`src/rtl/alu_pkg.sv`:
```
// Shared opcode definitions for the pipelined ALU.
package alu_pkg;

    localparam int OP_W = 3;

    localparam logic [OP_W-1:0] OP_ADD  = 3'b000;
    localparam logic [OP_W-1:0] OP_SUB  = 3'b001;
    localparam logic [OP_W-1:0] OP_AND  = 3'b010;
    localparam logic [OP_W-1:0] OP_OR   = 3'b011;
    localparam logic [OP_W-1:0] OP_XOR  = 3'b100;
    localparam logic [OP_W-1:0] OP_ACC  = 3'b101;
    localparam logic [OP_W-1:0] OP_CLR  = 3'b110;
    localparam logic [OP_W-1:0] OP_PASS = 3'b111;

endpackage

```
`src/rtl/alu_core.sv`:
```
// Combinational shared arithmetic/logic unit.
// ADD, SUB and the accumulate step all use one main adder through operand muxing.
module alu_core
    import alu_pkg::*;
#(
    parameter int unsigned WIDTH  = 4,
    parameter bit          ACC_EN = 1'b1
) (
    input  logic [WIDTH-1:0] x,
    input  logic [WIDTH-1:0] y,
    input  logic [OP_W-1:0]  op,
    input  logic [WIDTH-1:0] acc,
    output logic [WIDTH-1:0] result,
    output logic             cout,
    output logic             ovf,
    output logic [WIDTH-1:0] next_acc
);

    logic [OP_W-1:0]  eff_op;
    logic [WIDTH-1:0] inner_sum;
    logic [WIDTH-1:0] add_a;
    logic [WIDTH-1:0] add_b;
    logic             add_cin;
    logic             arith;
    logic [WIDTH:0]   sum;

    // Operand steering, shared adder, result select and flags.
    always_comb begin
        eff_op = op;
        if (ACC_EN == 1'b0) begin
            // Without an accumulator, ACC degrades to ADD and CLR to PASS.
            if (op == OP_ACC) eff_op = OP_ADD;
            if (op == OP_CLR) eff_op = OP_PASS;
        end

        // Inner x+y for ACC is truncated before being added to acc.
        inner_sum = x + y;

        add_a   = x;
        add_b   = y;
        add_cin = 1'b0;
        arith   = 1'b0;
        case (eff_op)
            OP_ADD: arith = 1'b1;
            OP_SUB: begin
                add_b   = ~y;
                add_cin = 1'b1;
                arith   = 1'b1;
            end
            OP_ACC: begin
                add_a = acc;
                add_b = inner_sum;
                arith = 1'b1;
            end
            default: arith = 1'b0;
        endcase

        sum = {1'b0, add_a} + {1'b0, add_b} + {{WIDTH{1'b0}}, add_cin};

        result   = '0;
        next_acc = acc;
        case (eff_op)
            OP_ADD, OP_SUB: result = sum[WIDTH-1:0];
            OP_AND:         result = x & y;
            OP_OR:          result = x | y;
            OP_XOR:         result = x ^ y;
            OP_ACC: begin
                result   = sum[WIDTH-1:0];
                next_acc = sum[WIDTH-1:0];
            end
            OP_CLR: begin
                result   = '0;
                next_acc = '0;
            end
            OP_PASS:        result = x;
            default:        result = '0;
        endcase

        cout = arith & sum[WIDTH];
        ovf  = arith & (add_a[WIDTH-1] == add_b[WIDTH-1])
                     & (sum[WIDTH-1] != add_a[WIDTH-1]);
    end

endmodule

```
`src/rtl/alu_pipe.sv`:
```
// Two-stage pipelined ALU with operand-pair select, accumulator and
// valid/ready handshakes on both sides.
module alu_pipe
    import alu_pkg::*;
#(
    parameter int unsigned WIDTH  = 4,
    parameter bit          ACC_EN = 1'b1
) (
    input  logic             clk,
    input  logic             reset,
    input  logic             in_valid,
    output logic             in_ready,
    input  logic [WIDTH-1:0] a,
    input  logic [WIDTH-1:0] b,
    input  logic [WIDTH-1:0] c,
    input  logic [WIDTH-1:0] d,
    input  logic             s,
    input  logic [OP_W-1:0]  op,
    output logic             out_valid,
    input  logic             out_ready,
    output logic [WIDTH-1:0] y,
    output logic             cout,
    output logic             ovf,
    output logic             zero
);

    logic [WIDTH-1:0] x_sel, y_sel;
    logic [WIDTH-1:0] x1_q, y1_q;
    logic [OP_W-1:0]  op1_q;
    logic             v1_q, v2_q;
    logic [WIDTH-1:0] y_q, acc_q;
    logic             cout_q, ovf_q, zero_q;
    logic             adv;
    logic [WIDTH-1:0] core_result, core_next_acc;
    logic             core_cout, core_ovf;

    // Pair select happens ahead of the single shared unit.
    assign x_sel = s ? c : a;
    assign y_sel = s ? d : b;

    // Both stages advance together whenever the output slot is free or draining.
    assign adv      = !v2_q || out_ready;
    assign in_ready = !v1_q || adv;

    alu_core #(
        .WIDTH  (WIDTH),
        .ACC_EN (ACC_EN)
    ) u_core (
        .x        (x1_q),
        .y        (y1_q),
        .op       (op1_q),
        .acc      (acc_q),
        .result   (core_result),
        .cout     (core_cout),
        .ovf      (core_ovf),
        .next_acc (core_next_acc)
    );

    // Stage 1: capture the selected operands and opcode on an input transfer.
    always_ff @(posedge clk) begin
        if (reset) begin
            v1_q  <= 1'b0;
            x1_q  <= '0;
            y1_q  <= '0;
            op1_q <= OP_ADD;
        end else if (in_valid && in_ready) begin
            v1_q  <= 1'b1;
            x1_q  <= x_sel;
            y1_q  <= y_sel;
            op1_q <= op;
        end else if (adv) begin
            v1_q <= 1'b0;
        end
    end

    // Stage 2: register result and flags; acc moves with the op entering this stage.
    always_ff @(posedge clk) begin
        if (reset) begin
            v2_q   <= 1'b0;
            y_q    <= '0;
            cout_q <= 1'b0;
            ovf_q  <= 1'b0;
            zero_q <= 1'b1;
            acc_q  <= '0;
        end else if (adv) begin
            v2_q <= v1_q;
            if (v1_q) begin
                y_q    <= core_result;
                cout_q <= core_cout;
                ovf_q  <= core_ovf;
                zero_q <= (core_result == '0);
                acc_q  <= core_next_acc;
            end
        end
    end

    assign out_valid = v2_q;
    assign y         = y_q;
    assign cout      = cout_q;
    assign ovf       = ovf_q;
    assign zero      = zero_q;

endmodule
```
`config.mk`:
```
export PLATFORM = sky130hd
export DESIGN_NAME = alu_pipe
export DESIGN_NICKNAME = d
export VERILOG_FILES = /design/src/rtl/alu_pkg.sv /design/src/rtl/alu_core.sv /design/src/rtl/alu_pipe.sv
export SDC_FILE = /design/constraint.sdc
export NUM_CORES = 1
export LEC_CHECK = 0
export BUFFER_PORTS_ARGS = -buffer_cell sky130_fd_sc_hd__clkbuf_2
export CAP_MARGIN = 20
export CORE_UTILIZATION = 56
export CTS_CLUSTER_DIAMETER = 60
export DETAILED_ROUTE_END_ITERATION = 8
export PLACE_DENSITY = 0.8
export SLEW_MARGIN = 40
export SYNTH_ARGS = -nofsm -noshare
export SYNTH_HDL_FRONTEND = slang
export SYNTH_HIERARCHICAL = 1
export SYNTH_SLANG_ARGS = --single-unit
export TNS_END_PERCENT = 50
```
`constraint.sdc`:
```
create_clock -name clk -period 4.1 [get_ports clk]
set_input_delay 0.615 -clock clk [delete_from_list [all_inputs] [get_ports clk]]
set_output_delay 0.615 -clock clk [all_outputs]
set_load 0.01 [all_outputs]
```
==> results.yml, run 1 <==
drt:
  drc_errors: 0
  drtIter0Drc: 82
  dr.pass1.iters: 4
  postRouteAntennaNets: 0
  vias: 1658
  finalWirelength_mm: 4.028
  routed_via_density: 5.737
  post_drt_wl_per_cell_um: 13.94
power:
  swShare_pct: 31.08
  p_clk_share_pct: 29.0
  comb_power_share_pct: 28.1
  total_power_uw: 613.8
  p_switching_uw: 190.8
  cellPowerDensity_nw_per_um2: 303.8
  p_leak_nw: 0.9420
  intPower_uw: 423.1
  p_seq_share_pct: 43.0
  peakVddDrop_v: 0.0002042
clocking:
  cts_tree: "built"
  clkLatencyLatePin_ns: 0.33
  clock_sinks: 24
  cts_hold_buf: 0
  htreeDepth: 1
  cts_resized: 0
  clockBufferDepth: 2
  cts_setup_buffers: 0
  clockRootBuffer: "clkbuf_4"
  cts_made_buffers: 3
  path_clk_slew_ns: 0.14
timing:
  min_period_over_period_pct: 79.17
  max_clock_freq_mhz: 308.1
  setup_viol: 0
  period_minus_slack_ns: 3.246
  tns_ns: 0
  report.final.slew_viol_count: 0
  finClkSkew_ns: 0.003435
  finalHoldViolations: 0
  timing.slew.headroom_pct: 60.86
  rsz0062_at_grt: "false"
  fin_hold_ws_ns: 0.4878
  tightest_slew_ns: 0.5871
synthesis:
  synth_fp_nets: 261
  ys_warn_count: 6
  avgSynthCellArea_sq_um: 8.158
  synth-main-ff-cell: "dfxtp_1"
  netlist_instances: 223
  synth-seq-cells: 24
  syn_area_sq_um: 1819
  synth_cell_types: 39
  synth-edff-count: 0
  ys_seq_area_share_pct: 26.41
  ys_async_sr_fraction_pct: 0
critical_path:
  critPathArrivalTime_ns: 3.53
  r2r_start: "x1_q[0]"
  endpoint: "zero"
  cpPeakStageDelay_ns: 0.42
  timing.rr.end: "zero"
  startpoint_type: "flop"
  startpoint: "x1_q[0]"
  worst_ep_required_time_ns: 4.38
  worst-r2r-cell-count: 14
  path_cells: "ha_1 -> inv_1 -> fa_1 -> nand2_1 -> o21ai_0 -> o21ai_0 -> ha_1 -> a21o_1 -> a21oi_1 -> mux2i_1 -> a21oi_1 -> nor4_1 -> nand3_1 -> nand3b_1"
  cp_slowest_cell: "fa_1"
  path_max_fanout: 5
  end_kind: "flop"
  r2r_slack_ns: 0.85
  crit_type: "reg2reg"
global_route:
  met3_usage_pct: 2.838
  overflow: 0
  antenna_found_initial: 0
  grt_pass1_vias: 1433
  grt.busiest_layer: "met2"
  grt_pass1_wl_mm: 6.492
  grt_util_met1_pct: 33.06
  grt_max_degree: 28
  track_usage_pct: 24.38
  globalRouteMet2Util_pct: 39.77
place:
  routabilityCongestion: 0.8984
  portBuffers: 32
  dp_hpwl_mm: 3.051
  dp.cells: 285
final_layout:
  final_common_cell: "clkbuf_2"
  n_antenna_cell: 0
  area_growth_pct: 11.07
  final_layout_size_suffix_gt1_share_pct: 20.00
  final_nets: 284
  layout_common_cells: "32 x clkbuf_2, 30 x a21oi_1, 24 x dfxtp_1"
  final_util_pct: 65.65
  final_cells: 289
  filler_cell_count: 278
die:
  die-area_sq_um: 3480
  num_io_pins: 33
  fp-row-count: 20
  die_x_um: 59.00
  start_util_pct: 59.11
  core_sq_um: 3078
  fp.dieH_um: 59.00
job:
  drv_cap: 0
run_status:
  status: "finished clean"
hold_path:
  hold_path_class: "reg2reg"
==> critical path: cells and delay by family (launching register included) <==
family,cells,cell delay (ns)
AND/OR/NAND/NOR,4,0.52
buffers and inverters,1,0.07
adder cells (fa/ha/maj),3,0.94
multiplexers,1,0.27
AO/OA/AOI/OAI,5,0.97
flip-flops,1,0.41
==> layer usage <==
metal,vias up,share of wire [%]
met3,9,3.9
met5,-,0
met1,761,49
met4,0,1.4
li1,838,-
met2,50,46
==> cell usage after synthesis (all sizes together), types with 4 or more instances <==
cell type  count  area share [%]
a211oi        11             4.5
a21o           4             1.7
a21oi         31             8.7
a22o           4             1.9
buf           10             3.4
clkbuf         7             1.5
dfxtp         24              26
ha            11             7.6
inv           13             2.7
mux2           4             2.7
mux2i         17             9.4
nand2          9             1.9
nand2b        10             3.4
nand3         13             3.6
nor2          11             2.3
nor2b          4             1.4
o21ai         20             5.5
==> state kept, by name, indices dropped and copies added (netlist names) <==
| signal | count |
|---|---|
| v1_q | 1 |
| op1_q | 3 |
| y | 4 |
| zero | 1 |
| x1_q | 4 |
| out_valid | 1 |
| ovf | 1 |
| cout | 1 |
| y1_q | 4 |
| acc_q | 4 |
==> how the worst min path moves through the flow <==
stage	slack [ns]	from	depth (start not counted)	endpoint
after floorplan	0.45	op1_q[0]	2	op1_q[0]
after CTS	0.49	ovf	2	ovf
after global placement	0.46	cout	2	cout
after detailed placement	0.47	ovf	2	ovf
after global routing	0.51	ovf	2	ovf
final	0.49	y[2]	2	y[2]
==> kinds of logic after synthesis <==
logic type | after synthesis | synth area share (%)
simple gates | 56 | 17.33
compound gates | 75 | 24.35
buf+inv | 30 | 7.564
xor+xnor | 3 | 1.445
fa+ha+maj | 14 | 10.87
flops | 24 | 26.41
mux | 21 | 12.04
==> through the flow <==
stage          area [sq um]  setup slack [ns]
3_5_place_dp           1968            0.9090
6_report               2021            0.8541
2_1_floorplan          1819             1.236
3_3_place_gp           1968            0.9747
4_1_cts                2021            0.8865
5_1_grt                2021            0.5313
==> layout make-up <==
class	count	area (sq um)	share of cell area, %
Inverter	13	48.80	2.415
Clock inverter	1	30.03	1.486
Timing Repair Buffer	35	182.7	9.040
Tap cell	44	55.05	2.724
Multi-Input combinational cell	169	1201	59.44
Clock buffer	3	22.52	1.115
Sequential cell	24	480.5	23.78
==> power groups by stage <==
stage / sequential [mW] / combinational [mW] / clock, mW
2_1_floorplan: 0.265 / 0.131 / 0
3_3_place_gp: 0.268 / 0.167 / 0
3_5_place_dp: 0.269 / 0.170 / 0
4_1_cts: 0.264 / 0.171 / 0.180
5_1_grt: 0.266 / 0.191 / 0.186
6_report: 0.264 / 0.172 / 0.178
Note: power is estimated with default switching activity, not from simulation.
==> inputs of run 2 (changes only) <==
==> constraint.sdc (replaced) <==
create_clock -name clk -period 3.3 [get_ports clk]
set_input_delay 0.495 -clock clk [delete_from_list [all_inputs] [get_ports clk]]
set_output_delay 0.495 -clock clk [all_outputs]
set_load 0.01 [all_outputs]
==> results.yml, run 2 (synthesized netlist as in run 1, its figures left out) <==
place:
  portBuffers: 32
  dp.cells: 289
  place_area_sq_um: 1998
  dp_hpwl_mm: 3.115
  routabilityCongestion: 0.9098
global_route:
  overflow: 0
  grt_pass1_wl_mm: 6.451
  track_usage_pct: 24.62
  grt_max_degree: 28
  grt_pass1_vias: 1413
  antenna_found_initial: 0
timing:
  setup_viol: 0
  period_minus_slack_ns: 3.040
  min_period_over_period_pct: 92.12
  finalHoldViolations: 0
  timing.slew.headroom_pct: 60.62
  tightest_slew_ns: 0.5907
  max_clock_freq_mhz: 329.0
  report.final.slew_viol_count: 0
  finClkSkew_ns: 0.01149
die:
  fp-row-count: 20
  start_util_pct: 59.11
  num_io_pins: 33
  core_sq_um: 3078
  die-area_sq_um: 3480
  fp.dieH_um: 59.00
  die_x_um: 59.00
drt:
  dr.pass1.iters: 4
  drtIter0Drc: 67
  finalWirelength_mm: 4.100
  routed_via_density: 5.772
  vias: 1697
  drc_errors: 0
  postRouteAntennaNets: 0
  post_drt_wl_per_cell_um: 13.95
critical_path:
  path_max_fanout: 5
  critPathArrivalTime_ns: 3.33
  crit_type: "reg2reg"
  startpoint_type: "flop"
  worst_ep_required_time_ns: 3.59
  end_kind: "flop"
hold_path:
  hold_path_class: "in2reg"
final_layout:
  final_layout_size_suffix_gt1_share_pct: 22.00
  multiInputGateArea_sq_um: 1205
  area_growth_pct: 13.34
  final_cells: 294
  layout_common_cells: "32 x clkbuf_2, 29 x a21oi_1, 24 x dfxtp_1"
  final_common_cell: "clkbuf_2"
  n_antenna_cell: 0
  final_nets: 289
  layout.area.seq_sq_um: 480.5
  fin_area_sq_um: 2062
  filler_cell_count: 264
clocking:
  cts_made_buffers: 3
  clkLatencyLatePin_ns: 0.33
  cts_hold_buf: 0
  htreeDepth: 1
  cts_tree: "built"
  clockRootBuffer: "clkbuf_4"
  clockBufferDepth: 2
  path_clk_slew_ns: 0.15
  clock_sinks: 24
job:
  drv_cap: 0
power:
  cellPowerDensity_nw_per_um2: 376.5
  p_leak_nw: 0.9674
  peakVddDrop_v: 0.0002775
run_status:
  status: "finished clean"
[run 2: final timing paths]
kind,startpoint,endpoint,slack (ns),depth (start not counted)
worst max-delay path,x1_q[0],zero,0.26,14
worst min-delay path,op[0],op1_q[0],0.38,3
worst max register to register,x1_q[0],zero,0.26,14
worst min register to register,cout,cout,0.48,2
[run 2: timing repair]
item / in CTS / in global routing
setup buffers: 0 / 1
resized for setup: 0 / 2
endpoints found under the setup margin: 0 / 1
[run 2: layout make-up]
cell class                      count  area share (%)
Clock buffer                        3           1.092
Clock inverter                      1           1.456
Inverter                           13           2.367
Sequential cell                    24           23.30
Timing Repair Buffer               40           10.68
Tap cell                           44           2.670
Multi-Input combinational cell    169           58.43
[run 2: where the power goes]
group | switching [mW] | total (mW) | internal [mW] | leakage [nW]
Sequential | 0.0180 | 0.325 | 0.307 | 0.197
Combinational | 0.125 | 0.229 | 0.103 | 0.742
Clock | 0.0997 | 0.223 | 0.123 | 0.0279
Total | 0.243 | 0.776 | 0.533 | 0.967
[run 2: per-stage QoR]
stage,setup slack (ns),power (mW),hold slack [ns],setup TNS (ns),util [%]
global placement,0.2998,0.5452,0.4630,0,64.92
global route,-0.01970,0.8143,0.3878,-0.01970,66.99
floorplan,0.4356,0.4929,0.4490,0,-
detailed placement,0.2077,0.5504,0.4679,0,64.92
CTS,0.1819,0.7710,0.3747,0,66.63
finish,0.2601,0.7763,0.3808,0,66.99
[run 2: metal layers]
metal	up-vias	global-route usage, %	wire, um
met5	-	0	0
met4	0	12.24	104
met3	8	2.838	133
met2	44	38.80	1924
met1	801	33.38	1938
li1	844	-	-
[run 2: worst max-delay path, cell delays in order, from the launching register on]
cell and delay [ns]:
dfxtp_1 0.41, ha_1 0.18, inv_1 0.06, fa_1 0.43, nand2_1 0.07, o21ai_0 0.07
o21ai_1 0.22, ha_1 0.27, a21o_1 0.19, a21oi_2 0.19, mux2i_1 0.29, a21oi_1 0.14
nor4_1 0.26, nand3_1 0.11, nand3b_1 0.11
==> inputs of run 3 (changes only) <==
--- a/config.mk
+++ b/config.mk
@@ -7,10 +7,11 @@
 export LEC_CHECK = 0
 export BUFFER_PORTS_ARGS = -buffer_cell sky130_fd_sc_hd__clkbuf_2
 export CAP_MARGIN = 20
+export CORE_MARGIN = 2
 export CORE_UTILIZATION = 56
 export CTS_CLUSTER_DIAMETER = 60
 export DETAILED_ROUTE_END_ITERATION = 8
-export PLACE_DENSITY = 0.8
+export PLACE_DENSITY = 0.82
 export SLEW_MARGIN = 40
 export SYNTH_ARGS = -nofsm -noshare
 export SYNTH_HDL_FRONTEND = slang
==> results.yml, run 3 (synthesized netlist as in run 1, its figures left out) <==
run_status:
  status: "finished clean"
drt:
  top_layer: "met4"
  routed_via_density: 5.570
  finalWirelength_mm: 4.040
  postRouteAntennaNets: 0
  vias: 1632
  routed-wl-met3_um: 187
  post_drt_wl_per_cell_um: 13.79
  drc_errors: 0
  drtIter0Drc: 69
  wirelength_met1_mm: 1.889
  dr.pass1.iters: 4
  wl_met2_mm: 1.891
timing:
  finalHoldViolations: 0
  min_period_over_period_pct: 91.48
  tns_ns: 0
  setup_viol: 0
  fin_hold_ws_ns: 0.3968
  report.final.slew_viol_count: 0
  tightest_slew_ns: 0.6163
  period_minus_slack_ns: 3.019
  timing.slew.headroom_pct: 58.91
  max_clock_freq_mhz: 331.3
  rsz0062_at_grt: "false"
  finClkSkew_ns: 0.001890
critical_path:
  critPathArrivalTime_ns: 3.29
  startpoint_type: "flop"
  end_kind: "flop"
  worst_ep_required_time_ns: 3.57
  r2r_slack_ns: 0.28
  path_cells: "nand3b_4 -> mux2_2 -> fa_1 -> fa_1 -> nor2b_1 -> a21o_1 -> a22oi_1 -> a21oi_1 -> nor4_1 -> nand3_1 -> nand3b_1"
  critical_path_buf_inv_count: 0
  crit_top_cell: "fa_1"
  cp_slowest_cell: "dfxtp_1"
  path_max_fanout: 9
  r2r_start: "op1_q[2]"
  cpPeakStageDelay_ns: 0.59
  startpoint: "op1_q[2]"
  crit_type: "reg2reg"
  crit_family: "adder cells"
clocking:
  clkLatencyLatePin_ns: 0.32
  clock_sinks: 24
  cts_hold_buf: 0
  clockBufferDepth: 2
  cts_resized: 0
  cts_made_buffers: 3
  cts_setup_buffers: 0
  clockRootBuffer: "clkbuf_4"
  path_clk_slew_ns: 0.13
  cts_tree: "built"
  htreeDepth: 1
final_layout:
  n_antenna_cell: 0
  final_util_pct: 66.91
  final_nets: 288
  fin_area_sq_um: 2059
  final_layout_size_suffix_gt1_share_pct: 22.49
  final_common_cell: "clkbuf_2"
  layout_common_cells: "32 x clkbuf_2, 29 x a21oi_1, 23 x dfxtp_1"
  area_growth_pct: 13.21
global_route:
  overflow: 0
  grt_pass1_wl_mm: 6.844
  grt_pass1_vias: 1509
  antenna_found_initial: 0
  grt_max_degree: 28
  track_usage_pct: 24.61
die:
  num_io_pins: 33
  die_x_um: 61.00
  core_sq_um: 3078
  fp-row-count: 20
  die-area_sq_um: 3720
  fp.dieH_um: 61.00
  start_util_pct: 59.11
power:
  cellPowerDensity_nw_per_um2: 371.1
  p_leak_nw: 0.9647
  peakVddDrop_v: 0.0003087
job:
  drv_cap: 0
hold_path:
  hold_path_class: "in2reg"
  hp-start: "op[2]"
place:
  place_area_sq_um: 1998
  dp_hpwl_mm: 3.102
  portBuffers: 32
  routabilityCongestion: 0.8199
-- run 3: cell type report --
cell class	instances	area (sq um)
fill	271	1018
multi-input combinational	169	1209
clock inverter	1	30.03
sequential	24	481.7
inverter	13	48.80
tap	44	55.05
timing repair buffer	39	212.7
clock buffer	3	22.52
-- run 3: final timing paths --
check,to,cells after the start
worst max-delay path,zero,11
worst min-delay path,op1_q[2],3
worst max register to register,zero,11
worst min register to register,y[1],2
-- run 3: routing by layer --
metal | vias to the layer above | GRT usage (%)
li1 | 844 | -
met4 | 0 | 8.075
met1 | 740 | 32.81
met2 | 40 | 40.09
met3 | 8 | 4.691
met5 | - | 0
-- run 3: metrics by stage --
step | cells | power (mW) | setup slack [ns]
after global placement | 289 | 0.5446 | 0.2564
after CTS | 293 | 0.7652 | 0.1217
after global routing | 293 | 0.8072 | 0.04883
after detailed placement | 289 | 0.5497 | 0.1625
final | 293 | 0.7642 | 0.2813
after floorplan | 223 | 0.4929 | 0.4356
-- run 3: where the power goes --
| part | total (mW) | leakage (nW) | internal, mW | switching (mW) |
|---|---|---|---|---|
| Clock | 0.214 | 0.0279 | 0.123 | 0.0910 |
| Combinational | 0.224 | 0.739 | 0.101 | 0.123 |
| Sequential | 0.326 | 0.197 | 0.307 | 0.0191 |
| Total | 0.764 | 0.965 | 0.531 | 0.233 |
-- run 3: worst reg2reg max path, delay by kind of cell (launching register included) --
family                     cells  cell delay [ns]
DFF                            1             0.59
AOI/OAI and AO/OA              3             0.39
and+or+nand+nor                5             0.82
adders and majority gates      2             0.87
muxes                          1             0.31
